===== config.mk =====
export PLATFORM = sky130hd
export DESIGN_NAME = fft_stream_ctrl_flat
export DESIGN_NICKNAME = d
export VERILOG_FILES = /design/src/rtl/fft_stream_ctrl_if.sv /design/src/rtl/fft_stream_ctrl.sv /design/src/flat_wrapper.sv
export SDC_FILE = /design/constraint.sdc
export NUM_CORES = 1
export LEC_CHECK = 0
export BUFFER_PORTS_ARGS = -buffer_cell sky130_fd_sc_hd__buf_2
export CORE_UTILIZATION = 54
export DETAILED_ROUTE_END_ITERATION = 16
export MAX_ROUTING_LAYER = met4
export PLACE_DENSITY = 0.77
export SYNTH_ARGS = -nofsm -noshare
export SYNTH_HDL_FRONTEND = slang
export SYNTH_SLANG_ARGS = --single-unit
export TNS_END_PERCENT = 1

===== constraint.sdc =====
create_clock -name clk -period 3.73 [get_ports clk]
set_input_delay 0.373 -clock clk [delete_from_list [all_inputs] [get_ports clk]]
set_output_delay 0.373 -clock clk [all_outputs]
set_load 0.005 [all_outputs]

===== src/rtl/fft_stream_ctrl_if.sv =====
`default_nettype none
// ============================================================================
// Module   : fft_stream_ctrl_if
// Brief    : Sample input, FFT sink and FFT source signals of fft_stream_ctrl.
// Revision : 1.0 - initial release
// ============================================================================
interface fft_stream_ctrl_if #(
    parameter int DATA_W = 14,
    parameter int PTS_W  = 11
);
    logic              in_valid;
    logic [DATA_W-1:0] in_sample;

    logic              sink_ready;
    logic              sink_valid;
    logic              sink_sop;
    logic              sink_eop;
    logic [DATA_W-1:0] sink_real;
    logic [DATA_W-1:0] sink_imag;
    logic [PTS_W-1:0]  fft_pts;

    logic              source_valid;
    logic              source_sop;
    logic              source_eop;
    logic [PTS_W-1:0]  bin_idx;

    // Controller side
    modport master (
        input  in_valid, in_sample, sink_ready,
        input  source_valid, source_sop, source_eop,
        output sink_valid, sink_sop, sink_eop, sink_real, sink_imag, fft_pts,
        output bin_idx
    );

    // ADC / FFT core side
    modport slave (
        output in_valid, in_sample, sink_ready,
        output source_valid, source_sop, source_eop,
        input  sink_valid, sink_sop, sink_eop, sink_real, sink_imag, fft_pts,
        input  bin_idx
    );
endinterface
`default_nettype wire


===== src/rtl/fft_stream_ctrl.sv =====
`default_nettype none
// ============================================================================
// Module   : fft_stream_ctrl
// Brief    : Buffers ADC samples in a FWFT FIFO, frames them into FFT-length
//            sink packets, and checks framing of the FFT source stream.
// Revision : 1.0 - initial release
// ============================================================================
module fft_stream_ctrl #(
    parameter int DATA_W     = 14,
    parameter int PTS_W      = 11,
    parameter int FFT_LEN    = 1024,
    parameter int FIFO_DEPTH = 16
) (
    input  wire            clk,
    input  wire            reset,
    input  wire            enable,
    input  wire            clr_err,
    fft_stream_ctrl_if.master bus,
    output logic           frame_done,
    output logic           busy,
    output logic           ovf_err,
    output logic           frm_err
);

    localparam int c_AW = $clog2(FIFO_DEPTH);
    localparam int c_IW = $clog2(FFT_LEN);
    localparam logic [c_AW:0]      c_DEPTH    = (c_AW+1)'(FIFO_DEPTH);
    localparam logic [c_IW-1:0]    c_LAST_IDX = c_IW'(FFT_LEN - 1);
    localparam logic [PTS_W-1:0]   c_LAST_BIN = PTS_W'(FFT_LEN - 1);
    localparam logic [PTS_W-1:0]   c_FFT_PTS  = PTS_W'(FFT_LEN);

    typedef enum logic [1:0] {
        ST_IDLE   = 2'd0,
        ST_STREAM = 2'd1,
        ST_FINISH = 2'd2
    } state_t;

    state_t            state_q, state_d;
    logic [c_AW:0]     wr_ptr_q, wr_ptr_d;
    logic [c_AW:0]     rd_ptr_q, rd_ptr_d;
    logic [c_IW-1:0]   idx_q, idx_d;
    logic [PTS_W-1:0]  bin_q, bin_d;
    logic              open_q, open_d;
    logic              done_q, done_d;
    logic              ovf_q, ovf_d;
    logic              frm_q, frm_d;
    logic [DATA_W-1:0] mem_q [FIFO_DEPTH];

    logic              w_active;
    logic [c_AW:0]     w_count;
    logic              w_empty;
    logic              w_full;
    logic              w_last;
    logic              w_sink_valid;
    logic              w_beat;
    logic              w_push;
    logic              w_drop;
    logic              w_flush;
    logic              w_frm_evt;

    // ------------------------------------------------------------------
    // Input FIFO status
    // ------------------------------------------------------------------
    assign w_active     = (state_q != ST_IDLE);
    assign w_count      = wr_ptr_q - rd_ptr_q;
    assign w_empty      = (w_count == '0);
    assign w_full       = (w_count == c_DEPTH);
    assign w_last       = (idx_q == c_LAST_IDX);
    assign w_sink_valid = w_active && !w_empty;
    assign w_beat       = w_sink_valid && bus.sink_ready;
    // A pop in the same cycle frees the slot, so a full FIFO still accepts.
    assign w_push       = w_active && bus.in_valid && (!w_full || w_beat);
    assign w_drop       = w_active && bus.in_valid && w_full && !w_beat;

    // ------------------------------------------------------------------
    // Sequencer
    // ------------------------------------------------------------------
    always_comb begin
        state_d = state_q;
        w_flush = 1'b0;
        idx_d   = idx_q;
        if (w_beat) begin
            idx_d = w_last ? '0 : idx_q + 1'b1;
        end
        case (state_q)
            ST_IDLE: begin
                if (enable) begin
                    state_d = ST_STREAM;
                    w_flush = 1'b1;
                    idx_d   = '0;
                end
            end
            ST_STREAM: begin
                // Judge the boundary after this cycle's beat so a sop beat
                // accepted now is never left as an orphan frame.
                if (!enable) begin
                    state_d = (idx_d == '0) ? ST_IDLE : ST_FINISH;
                end
            end
            ST_FINISH: begin
                if (w_beat && w_last) begin
                    state_d = ST_IDLE;
                end
            end
            default: begin
                state_d = ST_IDLE;
            end
        endcase
    end

    always_comb begin
        wr_ptr_d = wr_ptr_q + {{c_AW{1'b0}}, w_push};
        rd_ptr_d = rd_ptr_q + {{c_AW{1'b0}}, w_beat};
        if (w_flush) begin
            wr_ptr_d = '0;
            rd_ptr_d = '0;
        end
    end

    always_ff @(posedge clk) begin
        if (w_push) begin
            mem_q[wr_ptr_q[c_AW-1:0]] <= bus.in_sample;
        end
    end

    // ------------------------------------------------------------------
    // FFT source framing monitor
    // ------------------------------------------------------------------
    always_comb begin
        bin_d     = bin_q;
        open_d    = open_q;
        done_d    = 1'b0;
        w_frm_evt = 1'b0;
        if (bus.source_valid) begin
            if (bus.source_sop) begin
                bin_d  = '0;
                open_d = 1'b1;
                if (open_q) begin
                    w_frm_evt = 1'b1;
                end
            end else begin
                if (!open_q) begin
                    w_frm_evt = 1'b1;
                end
                if (bin_q != c_LAST_BIN) begin
                    bin_d = bin_q + 1'b1;
                end
            end
            if (bus.source_eop) begin
                open_d = 1'b0;
                if (bin_d != c_LAST_BIN) begin
                    w_frm_evt = 1'b1;
                end
            end
            done_d = bus.source_eop && !w_frm_evt;
        end
    end

    // A fresh error outranks a simultaneous clear.
    always_comb begin
        ovf_d = w_drop    || (ovf_q && !clr_err);
        frm_d = w_frm_evt || (frm_q && !clr_err);
    end

    always_ff @(posedge clk or posedge reset) begin
        if (reset) begin
            state_q  <= ST_IDLE;
            wr_ptr_q <= '0;
            rd_ptr_q <= '0;
            idx_q    <= '0;
            bin_q    <= '0;
            open_q   <= 1'b0;
            done_q   <= 1'b0;
            ovf_q    <= 1'b0;
            frm_q    <= 1'b0;
        end else begin
            state_q  <= state_d;
            wr_ptr_q <= wr_ptr_d;
            rd_ptr_q <= rd_ptr_d;
            idx_q    <= idx_d;
            bin_q    <= bin_d;
            open_q   <= open_d;
            done_q   <= done_d;
            ovf_q    <= ovf_d;
            frm_q    <= frm_d;
        end
    end

    // ------------------------------------------------------------------
    // Outputs
    // ------------------------------------------------------------------
    assign bus.sink_valid = w_sink_valid;
    assign bus.sink_real  = w_sink_valid ? mem_q[rd_ptr_q[c_AW-1:0]] : '0;
    assign bus.sink_sop   = w_sink_valid && (idx_q == '0);
    assign bus.sink_eop   = w_sink_valid && w_last;
    assign bus.sink_imag  = '0;
    assign bus.fft_pts    = c_FFT_PTS;
    assign bus.bin_idx    = bin_q;

    assign frame_done = done_q;
    assign busy       = w_active;
    assign ovf_err    = ovf_q;
    assign frm_err    = frm_q;

endmodule
`default_nettype wire


===== src/flat_wrapper.sv =====
// flat-port wrapper written by rule: the top's interface ports become plain ports
module fft_stream_ctrl_flat 
#(
    parameter int DATA_W     = 14,
    parameter int PTS_W      = 11,
    parameter int FFT_LEN    = 1024,
    parameter int FIFO_DEPTH = 16
)
  (clk, reset, enable, clr_err, frame_done, busy, ovf_err, frm_err, bus_in_valid, bus_in_sample, bus_sink_ready, bus_source_valid, bus_source_sop, bus_source_eop, bus_sink_valid, bus_sink_sop, bus_sink_eop, bus_sink_real, bus_sink_imag, bus_fft_pts, bus_bin_idx);
  fft_stream_ctrl_if #(.DATA_W(DATA_W), .PTS_W(PTS_W)) bus_i ();
  input  wire clk;
  input  wire reset;
  input  wire enable;
  input  wire clr_err;
  output logic frame_done;
  output logic busy;
  output logic ovf_err;
  output logic frm_err;
  input wire logic [$bits(bus_i.in_valid)-1:0] bus_in_valid;
  input wire logic [$bits(bus_i.in_sample)-1:0] bus_in_sample;
  input wire logic [$bits(bus_i.sink_ready)-1:0] bus_sink_ready;
  input wire logic [$bits(bus_i.source_valid)-1:0] bus_source_valid;
  input wire logic [$bits(bus_i.source_sop)-1:0] bus_source_sop;
  input wire logic [$bits(bus_i.source_eop)-1:0] bus_source_eop;
  output wire logic [$bits(bus_i.sink_valid)-1:0] bus_sink_valid;
  output wire logic [$bits(bus_i.sink_sop)-1:0] bus_sink_sop;
  output wire logic [$bits(bus_i.sink_eop)-1:0] bus_sink_eop;
  output wire logic [$bits(bus_i.sink_real)-1:0] bus_sink_real;
  output wire logic [$bits(bus_i.sink_imag)-1:0] bus_sink_imag;
  output wire logic [$bits(bus_i.fft_pts)-1:0] bus_fft_pts;
  output wire logic [$bits(bus_i.bin_idx)-1:0] bus_bin_idx;
  assign bus_i.in_valid = bus_in_valid;
  assign bus_i.in_sample = bus_in_sample;
  assign bus_i.sink_ready = bus_sink_ready;
  assign bus_i.source_valid = bus_source_valid;
  assign bus_i.source_sop = bus_source_sop;
  assign bus_i.source_eop = bus_source_eop;
  assign bus_sink_valid = bus_i.sink_valid;
  assign bus_sink_sop = bus_i.sink_sop;
  assign bus_sink_eop = bus_i.sink_eop;
  assign bus_sink_real = bus_i.sink_real;
  assign bus_sink_imag = bus_i.sink_imag;
  assign bus_fft_pts = bus_i.fft_pts;
  assign bus_bin_idx = bus_i.bin_idx;
  fft_stream_ctrl #(.DATA_W(DATA_W), .PTS_W(PTS_W), .FFT_LEN(FFT_LEN), .FIFO_DEPTH(FIFO_DEPTH)) u_core (.clk(clk), .reset(reset), .enable(enable), .clr_err(clr_err), .bus(bus_i), .frame_done(frame_done), .busy(busy), .ovf_err(ovf_err), .frm_err(frm_err));
endmodule

; Yosys cells after proc, flatten, opt, wreduce, memory -nomap -nowiden
; Memories as Yosys holds them, arrays and structs flattened.
; Index checks and enable logic that the tools add are counted.
[word_totals]
ff_bits = 37
inputBits = 23
word_cells = 81
out_inout_bits = 57
memories = 1
ram_bits = 224
[mem_list]
columns = name, words, word_bits, read_ports, rd_ports_with_merged_regs, write_ports, line
row1 = u_core.mem_q, 16, 14, 1, 0, 1, fft_stream_ctrl.sv:47  ; logic [DATA_W-1:0] mem_q [FIFO_DEPTH];
[op_classes]
mux = 29
n_reduce_logical = 28
n_eq_ne = 9
addsub = 5
[op_table]
columns = op, n
row1 = 10-bit two-way mux, 4
row2 = 11-bit two-way mux, 3
row3 = 11-bit by 10-bit inequality test with 1-bit output (second input constant), 2
row4 = 10-bit zero test, 2
row5 = 1-bit two-way mux, 14
row6 = 14-bit two-way mux, 1
row7 = 1-bit logical AND, 12
row8 = 11-bit by 1-bit adder with 11-bit output (second input constant), 1
row9 = 10-bit by 1-bit adder with 10-bit output (second input constant), 1
row10 = 5-bit by 1-bit adder with 5-bit output, 2
row11 = 10-bit equality test (second input constant), 1
row12 = 5-bit two-way mux, 2
row13 = 2-bit two-way mux, 4
row14 = 2-bit case mux with 3 select lines, 1
row15 = 5-bit equality test (second input constant), 1
row16 = 1-bit zero test, 5
row17 = 5-bit zero test, 1
row18 = 5-bit subtractor, 1
row19 = 2-bit inequality test (second input constant), 2
row20 = 2-bit nonzero test, 2
row21 = 1-bit logical OR, 3
row22 = 3-bit AND reduction, 1
row23 = 2-bit by 1-bit equality test with 1-bit output (second input constant), 1
row24 = 2-bit equality test (second input constant), 1
row25 = other kinds (3), 3

; Depth between registers and ports, before layout
; Gate-level depths: netlist of run 1.
[logic_depth]
ltp_word = 11
ltp_mapped = 16

; Worst setup path after synthesis of run 1
; Ideal clock, no wire load.
[synth_timing]
path_kind = register to register
startpoint = register u_core.rd_ptr_q[2]
endpoint = memory u_core.mem_q[0][0], enable pin
slack_ns = -0.247
required_time_ns = 3.324
t_arrival_ns = 3.571
n_path_buf = 2
setup_time_ns = 0.406
path_stages_with_launch = 11
period_less_slack_ns = 3.977
path_cell_list = dfrtp_1 -> clkbuf_1 -> clkbuf_1 -> inv_1 -> ha_1 -> a21oi_1 -> nand2_1 -> mux2i_1 -> a21oi_1 -> nor3b_1 -> nor3b_1
[synth_via]
elab_chain_cells = 9
word_cells_on_any_way = 11
[synth_rtl]
columns = element, line
row1 = from (decl), fft_stream_ctrl.sv:40  ; logic [c_AW:0] rd_ptr_q, rd_ptr_d;
row2 = from (signal assigned), fft_stream_ctrl.sv:179  ; rd_ptr_q <= rd_ptr_d;
row3 = 5-bit subtractor *, fft_stream_ctrl.sv:65  ; assign w_count = wr_ptr_q - rd_ptr_q;
row4 = 5-bit zero test, fft_stream_ctrl.sv:66  ; assign w_empty = (w_count == '0);
row5 = 1-bit zero test, fft_stream_ctrl.sv:69  ; assign w_sink_valid = w_active && !w_empty;
row6 = 1-bit logical AND, fft_stream_ctrl.sv:69
row7 = 1-bit logical AND, fft_stream_ctrl.sv:70  ; assign w_beat = w_sink_valid && bus.sink_ready;
row8 = 1-bit logical OR *, fft_stream_ctrl.sv:72  ; assign w_push = w_active && bus.in_valid && (!w_full || w_beat);
row9 = 1-bit logical AND *, fft_stream_ctrl.sv:72
row10 = 1-bit two-way mux *, fft_stream_ctrl.sv:121  ; if (w_push) begin
row11 = 1-bit two-way mux (implied by the code) *, fft_stream_ctrl.sv:122  ; mem_q[wr_ptr_q[c_AW-1:0]] <= bus.in_sample;
row12 = to (decl), fft_stream_ctrl.sv:47
; Mark *: on every way between the ends. The rest lies on a longest branch, timed or not.

; Worst setup path in the final report of run 1
[layout_timing]
startpoint = register u_core.wr_ptr_q[2]
endpoint = output bus_sink_real[6]
[layout_via]
elab_chain_cells = 5
[layout_rtl]
columns = element, line
row1 = from (decl), fft_stream_ctrl.sv:39  ; logic [c_AW:0] wr_ptr_q, wr_ptr_d;
row2 = from (signal assigned), fft_stream_ctrl.sv:178  ; wr_ptr_q <= wr_ptr_d;
row3 = 5-bit subtractor, fft_stream_ctrl.sv:65
row4 = 5-bit zero test, fft_stream_ctrl.sv:66
row5 = 1-bit zero test, fft_stream_ctrl.sv:69
row6 = 1-bit logical AND, fft_stream_ctrl.sv:69
row7 = 14-bit two-way mux, fft_stream_ctrl.sv:193  ; assign bus.sink_real = w_sink_valid ? mem_q[rd_ptr_q[c_AW-1:0]] : '0;
row8 = to (decl), flat_wrapper.sv:28  ; output wire logic [$bits(bus_i.sink_real)-1:0] bus_sink_real;
; No other way between the ends.

==> impl_metrics.toml, run 1 <==
[job]
drv_cap = 0

[sta]
rsz0062_at_grt = "no"
max_freq_mhz = 282.2
skew_ps = 27.23
period_share = 0.9501
finalHoldViolCount = 0
relSlewSlack = 0.4502
fin_ws_ps = 186.0
worst_pin_slew_ps = 824.7
whs_ps = 66.17
fin_crit_ps = 3544
maxSlewViolCount = 0
setup_violations = 0

[place]
dp_hpwl_um = 14360
io_buffers = 54
dp_slack_ps = 388.4
dp.cells = 963
gp_congestion = 0.8892

[die]
core_um2 = 20230
ios = 80
num_rows = 52
die_h_um = 145.7
start_util = 0.5510
dieArea_um2 = 21220
dieWidth_um = 145.7

[grt]
grt_pass1_vias = 6144
grt_max_degree = 58
grt_use_total = 0.2349
overflow = 0
grt_pass1_wl_um = 36120
antenna_found_initial = 0

[pwr]
power_leakage_nw = 4.532
finalPower_w = 0.008111
p_per_area_nw_per_um2 = 636.6
ir_drop_mv = 0.4499

[synth]
ys_types = 58
ys.flop_type = "edfxtp_1"
synth_commonest_cells = "edfxtp_1, mux4_2, dfrtp_1"
async_reset_ff_frac = 0.1418
yosysWarnings = 0
synth_edf_count = 224
synth_area_per_cell_um2 = 17.47
yosysMostFrequentCell = "edfxtp_1"
synth_area_leaders = "edfxtp_1, mux4_2, dfrtp_1, buf_4, and2_1"
synth_cells = 638
ys_seq_area_frac = 0.6864
synth_area_leader_cell = "edfxtp_1"
netlist_area_um2 = 11150
yosys.area.top_type_share = 0.6034
synth-seq-cells = 261

[detailed_routing]
wl_per_cell_um = 23.17
wl_um = 23450
viasPerCell = 6.002
dr.pass1.iters = 5
drtIter0Drc = 498
route.vias.total = 6074
ant_nets = 0
drc_errors = 0

[critical_path]
path_max_fanout = 17
crit_path_start_kind = "flop"
arrival_ps = 3170
cp-end-kind = "output port"
worstPathRequired_ps = 3360
reg2reg_depth = 7
criticalPathCategory = "reg2out"

[clock_tree]
cts_tree = "yes"
clock_sinks = 261
clk_root_buffer_cell = "clkbuf_16"
clkTransAtPathRegs_ps = 70
cts_made_buffers = 26
cts_setup_buffers = 0
cts.path.max_buffers = 3
clkLatencyLatePin_ps = 530
h-tree-depth = 1

[outcome]
status = "finished clean"

[cells_and_area]
antenna_cells = 0
fill_cells = 1403
post-route-util = 0.6297
fin_cells = 1012
syn2layout_area_growth_pct = 14.29
drive_above_1_share = 0.2938
fin_nets = 756

[worst_hold_path]
whs_path_depth = 2
min_path_type = "in2reg"
-- through the flow --
stage	setup TNS, ps	area (µm²)
2_1_floorplan	-5981	11240
3_3_place_gp	0	11830
3_5_place_dp	0	11830
4_1_cts	0	12740
5_1_grt	0	12740
6_report	0	12740
-- cell usage in the layout (no fill, tap or decap), types with 6 or more instances in the layout --
cell type,n
a21oi_1,15
buf_4,28
nor2b_1,15
clkinv_2,7
o21ai_0,8
clkbuf_16,26
xnor2_1,7
ha_1,11
and2_1,25
xor2_1,8
mux4_2,70
conb_1,25
nand3_1,10
nor2_1,27
dfrtp_1,33
and3_1,8
nand2_1,26
inv_1,14
buf_2,54
edfxtp_1,224
a31oi_1,6
nor3_1,6
-- worst max-delay path: stages (launching register included) --
cell and delay [ps]:
dfrtp_2 520, ha_1 380, a21oi_1 140, a211o_1 350, a221oi_4 450, or2_2 220, inv_2 60, buf_4 220
and2_1 170, buf_2 130
-- metal layers --
| layer | up-vias | track usage | wire length, µm |
|---|---|---|---|
| met2 | 288 | 0.3780 | 11800 |
| met3 | 53 | 0.03824 | 1590 |
| met4 | 0 | 0.07632 | 639 |
| met1 | 3104 | 0.3091 | 9420 |
| li1 | 2629 | - | - |
| met5 | - | - | 0 |
-- cell families (layout without fill, tap and decap cells) --
group                      count (synthesis)  after routing  synth area share
buffers and inverters                     69            150           0.03243
and+or+nand+nor                          147            147           0.07183
DFF                                      261            261            0.6864
xor gates and xnor gates                  16             16           0.01403
other                                      2             25         0.0006737
AOI/OAI and AO/OA                         58             58           0.03715
adders and majority gates                 11             11           0.01235
muxes                                     74             74            0.1451
-- power breakdown --
group	leakage [nW]	internal, W	total (W)	switching (W)
Combinational	1.58	0.000953	0.00196	0.00100
Clock	0.441	0.00165	0.00273	0.00108
Sequential	2.51	0.00332	0.00343	0.000104
-- final timing paths --
kind	startpoint	end	slack (ps)
min reg2reg	u_core.state_q[1]$_DFFE_PP0P_	u_core.state_q[0]$_DFFE_PP0P_	490
max	u_core.wr_ptr_q[2]$_DFF_PP0_	bus_sink_real[6]	190
min	bus_source_eop	u_core.open_q$_DFFE_PP0P_	70
max reg2reg	u_core.wr_ptr_q[2]$_DFF_PP0_	u_core.mem_q[4][0]$_DFFE_PP_	390
max in group asynchronous	reset	u_core.rd_ptr_q[0]$_DFF_PP0_	2840
min in group asynchronous	reset	u_core.bus.bin_idx[5]$_DFFE_PP0P_	510
-- area by class of cell --
type / instances / area, µm² / share of cell area
clock buffer: 31 / 679.4 / 0.05332
clock inverter: 17 / 224.0 / 0.01758
multi-input combinational: 331 / 3246 / 0.2547
inverter: 17 / 63.81 / 0.005008
sequential: 261 / 7660 / 0.6012
timing repair buffer: 85 / 530.5 / 0.04164
tap: 270 / 337.8 / 0.02651
-- sequential cells by signal, summed over array words and instances, names as in the netlist --
signal	cells
u_core.bus.bin_idx	11
u_core.frame_done	1
u_core.frm_err	1
u_core.idx_q	10
u_core.mem_q	224
u_core.open_q	1
u_core.ovf_err	1
u_core.rd_ptr_q	5
u_core.state_q	2
u_core.wr_ptr_q	5
-- what timing repair did --
action | CTS | global route
hold buffers | 1 | 0
resized for setup | 0 | 2
setup endpoints to repair | 0 | 15
hold endpoints to repair | 37 | 0
No activity file was read; power rests on OpenSTA's default activity.
==> run 2, diff against run 1 <==
--- a/config.mk
+++ b/config.mk
@@ -6,10 +6,11 @@
 export NUM_CORES = 1
 export LEC_CHECK = 0
 export BUFFER_PORTS_ARGS = -buffer_cell sky130_fd_sc_hd__buf_2
-export CORE_UTILIZATION = 54
+export CORE_UTILIZATION = 23
 export DETAILED_ROUTE_END_ITERATION = 16
 export MAX_ROUTING_LAYER = met4
-export PLACE_DENSITY = 0.77
+export PLACE_DENSITY = 0.41
+export SLEW_MARGIN = 20
 export SYNTH_ARGS = -nofsm -noshare
 export SYNTH_HDL_FRONTEND = slang
 export SYNTH_SLANG_ARGS = --single-unit
==> run 2 against run 1 <==
Die area rose by 130%. Global-route usage fell by 12 points. Flip-flop and latch count did not move. Critical endpoint is now bus_sink_real[1].
==> impl_metrics.toml, run 2 (synthesis gave the netlist of run 1 again) <==
[clock_tree]
cts_resized = 0
cts_made_buffers = 28
cts.path.max_buffers = 3
clkTransAtPathRegs_ps = 60
clkLatencyLatePin_ps = 580
h-tree-depth = 1
clk_root_buffer_cell = "clkbuf_16"
cts_tree = "yes"
clock_sinks = 261

[place]
dp_hpwl_um = 16540
gp_congestion = 0.7764
placed_area_um2 = 12310
io_buffers = 54

[cells_and_area]
multi_input_area_um2 = 3262
layout_commonest_cell = "edfxtp_1"
post-route-util = 0.2808
seq_area_um2 = 7657
fill_cells = 4737
final_cell_mix = "edfxtp_1, mux4_2, buf_2, buf_4, dfrtp_1"
antenna_cells = 0
syn2layout_area_growth_pct = 20.26
largest_register_ff_count = 224
fin_nets = 767
drive_above_1_share = 0.3033
fin_area_um2 = 13410

[grt]
met2_usage = 0.1700
overflow = 0
use_met3 = 0.01511
grt_use_total = 0.1100
grt_pass1_wl_um = 39320
grt_pass1_vias = 6043
top_usage_layer = "met2"
grt_max_degree = 58
grt_use_met1 = 0.1505
antenna_found_initial = 0

[sta]
tns_ps = 0
maxSlewViolCount = 0
relSlewSlack = 0.3975
fin_crit_ps = 3424
period_share = 0.9180
setup_violations = 0
skew_ps = 37.93
rsz0062_at_grt = "no"
max_freq_mhz = 292.1
finalHoldViolCount = 0
worst_pin_slew_ps = 903.7

[critical_path]
crit_path_start_kind = "flop"
worstPathRequired_ps = 3360
reg2reg_slack_ps = 620
r2r_end = "u_core.mem_q[3][10]$_DFFE_PP_"
path_max_fanout = 14
r2r-start = "u_core.rd_ptr_q[1]$_DFF_PP0_"
cp-end-kind = "output port"
reg2reg_depth = 9
criticalPathCategory = "reg2out"
arrival_ps = 3050

[pwr]
p_per_area_nw_per_um2 = 642.2
ir_drop_mv = 0.3473
power_leakage_nw = 4.652

[detailed_routing]
dr.pass1.iters = 4
drc_errors = 0
drtIter0Drc = 351
route.vias.total = 5809
wl_um = 26220
viasPerCell = 4.240
wl_per_cell_um = 19.14
ant_nets = 0

[worst_hold_path]
min_path_type = "in2reg"
whs_path_depth = 2
hold_end = "u_core.state_q[0]$_DFFE_PP0P_"
min_from = "enable"

[die]
dieWidth_um = 222.2
core_um2 = 47750
ios = 80
start_util = 0.2335
num_rows = 80
die_h_um = 222.2
dieArea_um2 = 49360

[outcome]
status = "finished clean"

[job]
drv_cap = 0
-- run 2: cell types whose count changed in the layout (fill, tap and decap cells not counted), moves of 2 or more --
cell,before,now
clkinv_1,3,9
clkbuf_16,26,28
clkbuf_1,4,1
clkinv_2,7,4
dlygate4sd3_1,1,3
dfrtp_1,33,35
clkinvlp_4,2,0
bufinv_16,5,9
nor2b_1,15,12
dfrtp_2,3,1
buf_4,28,36
nor2b_2,0,3
-- run 2: layout make-up --
class / count / area share
clock buffers: 29 / 0.05254
clock inverters: 23 / 0.02678
inverters: 17 / 0.004760
multi-input cells: 331 / 0.2433
flip-flops and latches: 261 / 0.5712
well taps: 615 / 0.05740
repair buffers: 94 / 0.04405
-- run 2: metrics by stage --
step	setup WS [ps]	total power (W)	std cells	hold WS, ps
6_report	306.0	0.008610	1370	94.13
5_1_grt	19.70	0.009053	1370	96.12
4_1_cts	223.2	0.008790	1369	62.11
3_5_place_dp	606.2	0.005590	1315	478.7
3_3_place_gp	634.0	0.005614	1315	468.3
2_1_floorplan	-152.8	0.004839	661	446.7
-- run 2: worst max-delay path by stage --
stage | slack, ps | depth (start not counted) | start | to
2_1_floorplan | -150 | 11 | u_core.rd_ptr_q[2]$_DFF_PP0_ | u_core.mem_q[1][0]$_DFFE_PP_
3_3_place_gp | 630 | 9 | u_core.rd_ptr_q[1]$_DFF_PP0_ | u_core.mem_q[3][11]$_DFFE_PP_
3_5_place_dp | 610 | 9 | u_core.rd_ptr_q[1]$_DFF_PP0_ | u_core.mem_q[3][11]$_DFFE_PP_
4_1_cts | 220 | 10 | u_core.rd_ptr_q[1]$_DFF_PP0_ | bus_sink_eop
5_1_grt | 20 | 10 | u_core.rd_ptr_q[1]$_DFF_PP0_ | bus_sink_eop
6_report | 310 | 10 | u_core.rd_ptr_q[1]$_DFF_PP0_ | bus_sink_real[1]
-- run 2: what timing repair did --
item / CTS / global route
setup buffers: 0 / 0
hold buffers: 2 / 1
endpoints found under the hold margin: 2 / 24
-- run 2: metal layers --
| metal | wire, µm | up-vias |
|---|---|---|
| li1 | - | 2653 |
| met1 | 12600 | 3025 |
| met2 | 12330 | 99 |
| met3 | 806 | 32 |
| met4 | 488 | 0 |
| met5 | 0 | - |
-- run 2: power by group --
part	total (W)	internal, W	switching [W]
registers	0.00341	0.00332	0.0000870
logic	0.00204	0.000977	0.00107
clock network	0.00316	0.00200	0.00116
-- run 2: worst max-delay path: stages, from the launching register on --
cell,delay (ps)
dfrtp_1,500
clkinv_1,140
ha_1,320
nand3b_1,150
a211o_1,330
a221oi_4,300
or2_2,180
inv_2,70
buf_4,210
and2_1,160
buf_2,120
==> run 3, diff against run 2 <==
--- a/config.mk
+++ b/config.mk
@@ -8,7 +8,6 @@
 export BUFFER_PORTS_ARGS = -buffer_cell sky130_fd_sc_hd__buf_2
 export CORE_UTILIZATION = 23
 export DETAILED_ROUTE_END_ITERATION = 16
-export MAX_ROUTING_LAYER = met4
 export PLACE_DENSITY = 0.41
 export SLEW_MARGIN = 20
 export SYNTH_ARGS = -nofsm -noshare
==> run 3 against run 2 <==
Flip-flop and latch count unchanged. Via count increased by 0.28%. Global-route usage decreased by 0.33 points. Sequential power about the same. Final cell count unchanged. First-iteration DRC count increased by 5.4%. Critical path type unchanged. Combinational power about the same. Final area unchanged.
==> impl_metrics.toml, run 3 (synthesis gave the netlist of run 1 again) <==
[critical_path]
crit_path_start_kind = "flop"
path_max_fanout = 14
crit_buf_inv = 4
crit_slowest_cell = "dfrtp_1"
arrival_ps = 3040
crit_path_cell_trace = "clkinv_1, ha_1, nand3b_1, a211o_1, a221oi_4, or2_2, inv_2, buf_4, and2_1, buf_2"
criticalPathCategory = "reg2out"
cp-end-kind = "output port"
cpPeakStageDelay_ps = 500
reg2reg_slack_ps = 620
critPathTopFamily = "compound AO/OA/AOI/OAI gates"
worstPathRequired_ps = 3360

[cells_and_area]
seq_area_um2 = 7657
antenna_cells = 0
fill_cells = 4737
post-route-util = 0.2808
largest_register_ff_count = 224
multi_input_area_um2 = 3262
fin_nets = 767
final_cell_mix = "edfxtp_1, mux4_2, buf_2, buf_4, dfrtp_1"
drive_above_1_share = 0.3033
syn2layout_area_growth_pct = 20.26
layout_commonest_cell = "edfxtp_1"

[sta]
max_freq_mhz = 292.6
maxSlewViolCount = 0
setup_violations = 0
relSlewSlack = 0.3902
finalHoldViolCount = 0
worst_pin_slew_ps = 914.6
fin_crit_ps = 3417
rsz0062_at_grt = "no"
period_share = 0.9162
skew_ps = 36.64
tns_ps = 0

[detailed_routing]
drc_errors = 0
drtIter0Drc = 370
ant_nets = 0
route.vias.total = 5825
dr.pass1.iters = 5
wl_per_cell_um = 19.16
viasPerCell = 4.252
wl_um = 26250

[die]
ios = 80
die_h_um = 222.2
core_um2 = 47750
dieArea_um2 = 49360
num_rows = 80
dieWidth_um = 222.2
start_util = 0.2335

[worst_hold_path]
min_path_type = "in2reg"

[pwr]
ir_drop_mv = 0.3461
p_comb_frac = 0.237
p_per_area_nw_per_um2 = 642.1
p_seq_frac = 0.396
p_switching_w = 0.002313
clockPowerShare = 0.367
power_leakage_nw = 4.652
p_int_w = 0.006295
p_sw_frac = 0.2688

[clock_tree]
clock_sinks = 261
cts_made_buffers = 28
clkTransAtPathRegs_ps = 60
cts_tree = "yes"
clk_root_buffer_cell = "clkbuf_16"
h-tree-depth = 1
cts.path.max_buffers = 3
cts_setup_buffers = 0
clkLatencyLatePin_ps = 580

[outcome]
status = "finished clean"

[job]
drv_cap = 0

[place]
gp_congestion = 0.7660
io_buffers = 54
dp_hpwl_um = 16540

[grt]
antenna_found_initial = 0
grt_pass1_vias = 6048
grt_max_degree = 58
grt_use_total = 0.1067
grt_pass1_wl_um = 39340
overflow = 0
run 3: metrics by stage:
step	total power, W	cell area, µm²	hold slack, ps	setup WS (ps)	cells
global route	0.009050	13410	96.14	19.59	1370
detailed placement	0.005590	12310	478.7	606.2	1315
global placement	0.005614	12310	468.3	634.0	1315
CTS	0.008790	13400	62.11	223.2	1369
floorplan	0.004839	11240	446.7	-152.8	661
finish	0.008608	13410	94.23	312.7	1370
run 3: power by group through the flow:
stage	combinational, W	sequential, W	clock, W
final	0.00204	0.00341	0.00316
after global routing	0.00227	0.00343	0.00336
after CTS	0.00213	0.00341	0.00325
after detailed placement	0.00212	0.00347	0
after global placement	0.00215	0.00347	0
after floorplan	0.00140	0.00344	0
run 3: worst paths after layout:
kind | start | endpoint | cells past startpoint
max | u_core.rd_ptr_q[1]$_DFF_PP0_ | bus_sink_real[1] | 10
min | enable | u_core.state_q[0]$_DFFE_PP0P_ | 2
max reg2reg | u_core.rd_ptr_q[1]$_DFF_PP0_ | u_core.mem_q[3][10]$_DFFE_PP_ | 9
min reg2reg | u_core.state_q[1]$_DFFE_PP0P_ | u_core.state_q[0]$_DFFE_PP0P_ | 1
max in group asynchronous | reset | u_core.open_q$_DFFE_PP0P_ | 4
min in group asynchronous | reset | u_core.frm_err$_DFF_PP0_ | 3
run 3: final cells by class:
class | instances | share of cell area
flip-flops and latches | 261 | 0.5712
repair buffers | 94 | 0.04405
inverters | 17 | 0.004760
clock buffers | 29 | 0.05254
well taps | 615 | 0.05740
multi-input cells | 331 | 0.2433
clock inverters | 23 | 0.02678
run 3: worst reg2reg max path, stage by stage (launching register included):
cell and delay [ps]:
dfrtp_1 500, clkinv_1 140, ha_1 220, a21oi_1 310
nand2_1 110, mux2i_1 140, a21oi_1 340, nand3_1 300
nor3_2 470, buf_4 280
run 3: metal layers:
layer,vias to the layer above,GRT usage,part of all wire,wire [µm]
met3,28,0.01537,0.027,715
li1,2656,-,-,-
met2,95,0.1706,0.47,12280
met5,-,0,0,0
met1,3046,0.1496,0.49,12750
met4,0,0.03159,0.019,497
run 3: what timing repair did:
item                                   CTS  global route
endpoints found under the hold margin    2            24
resized for setup                        0             0
hold buffers                             2             1
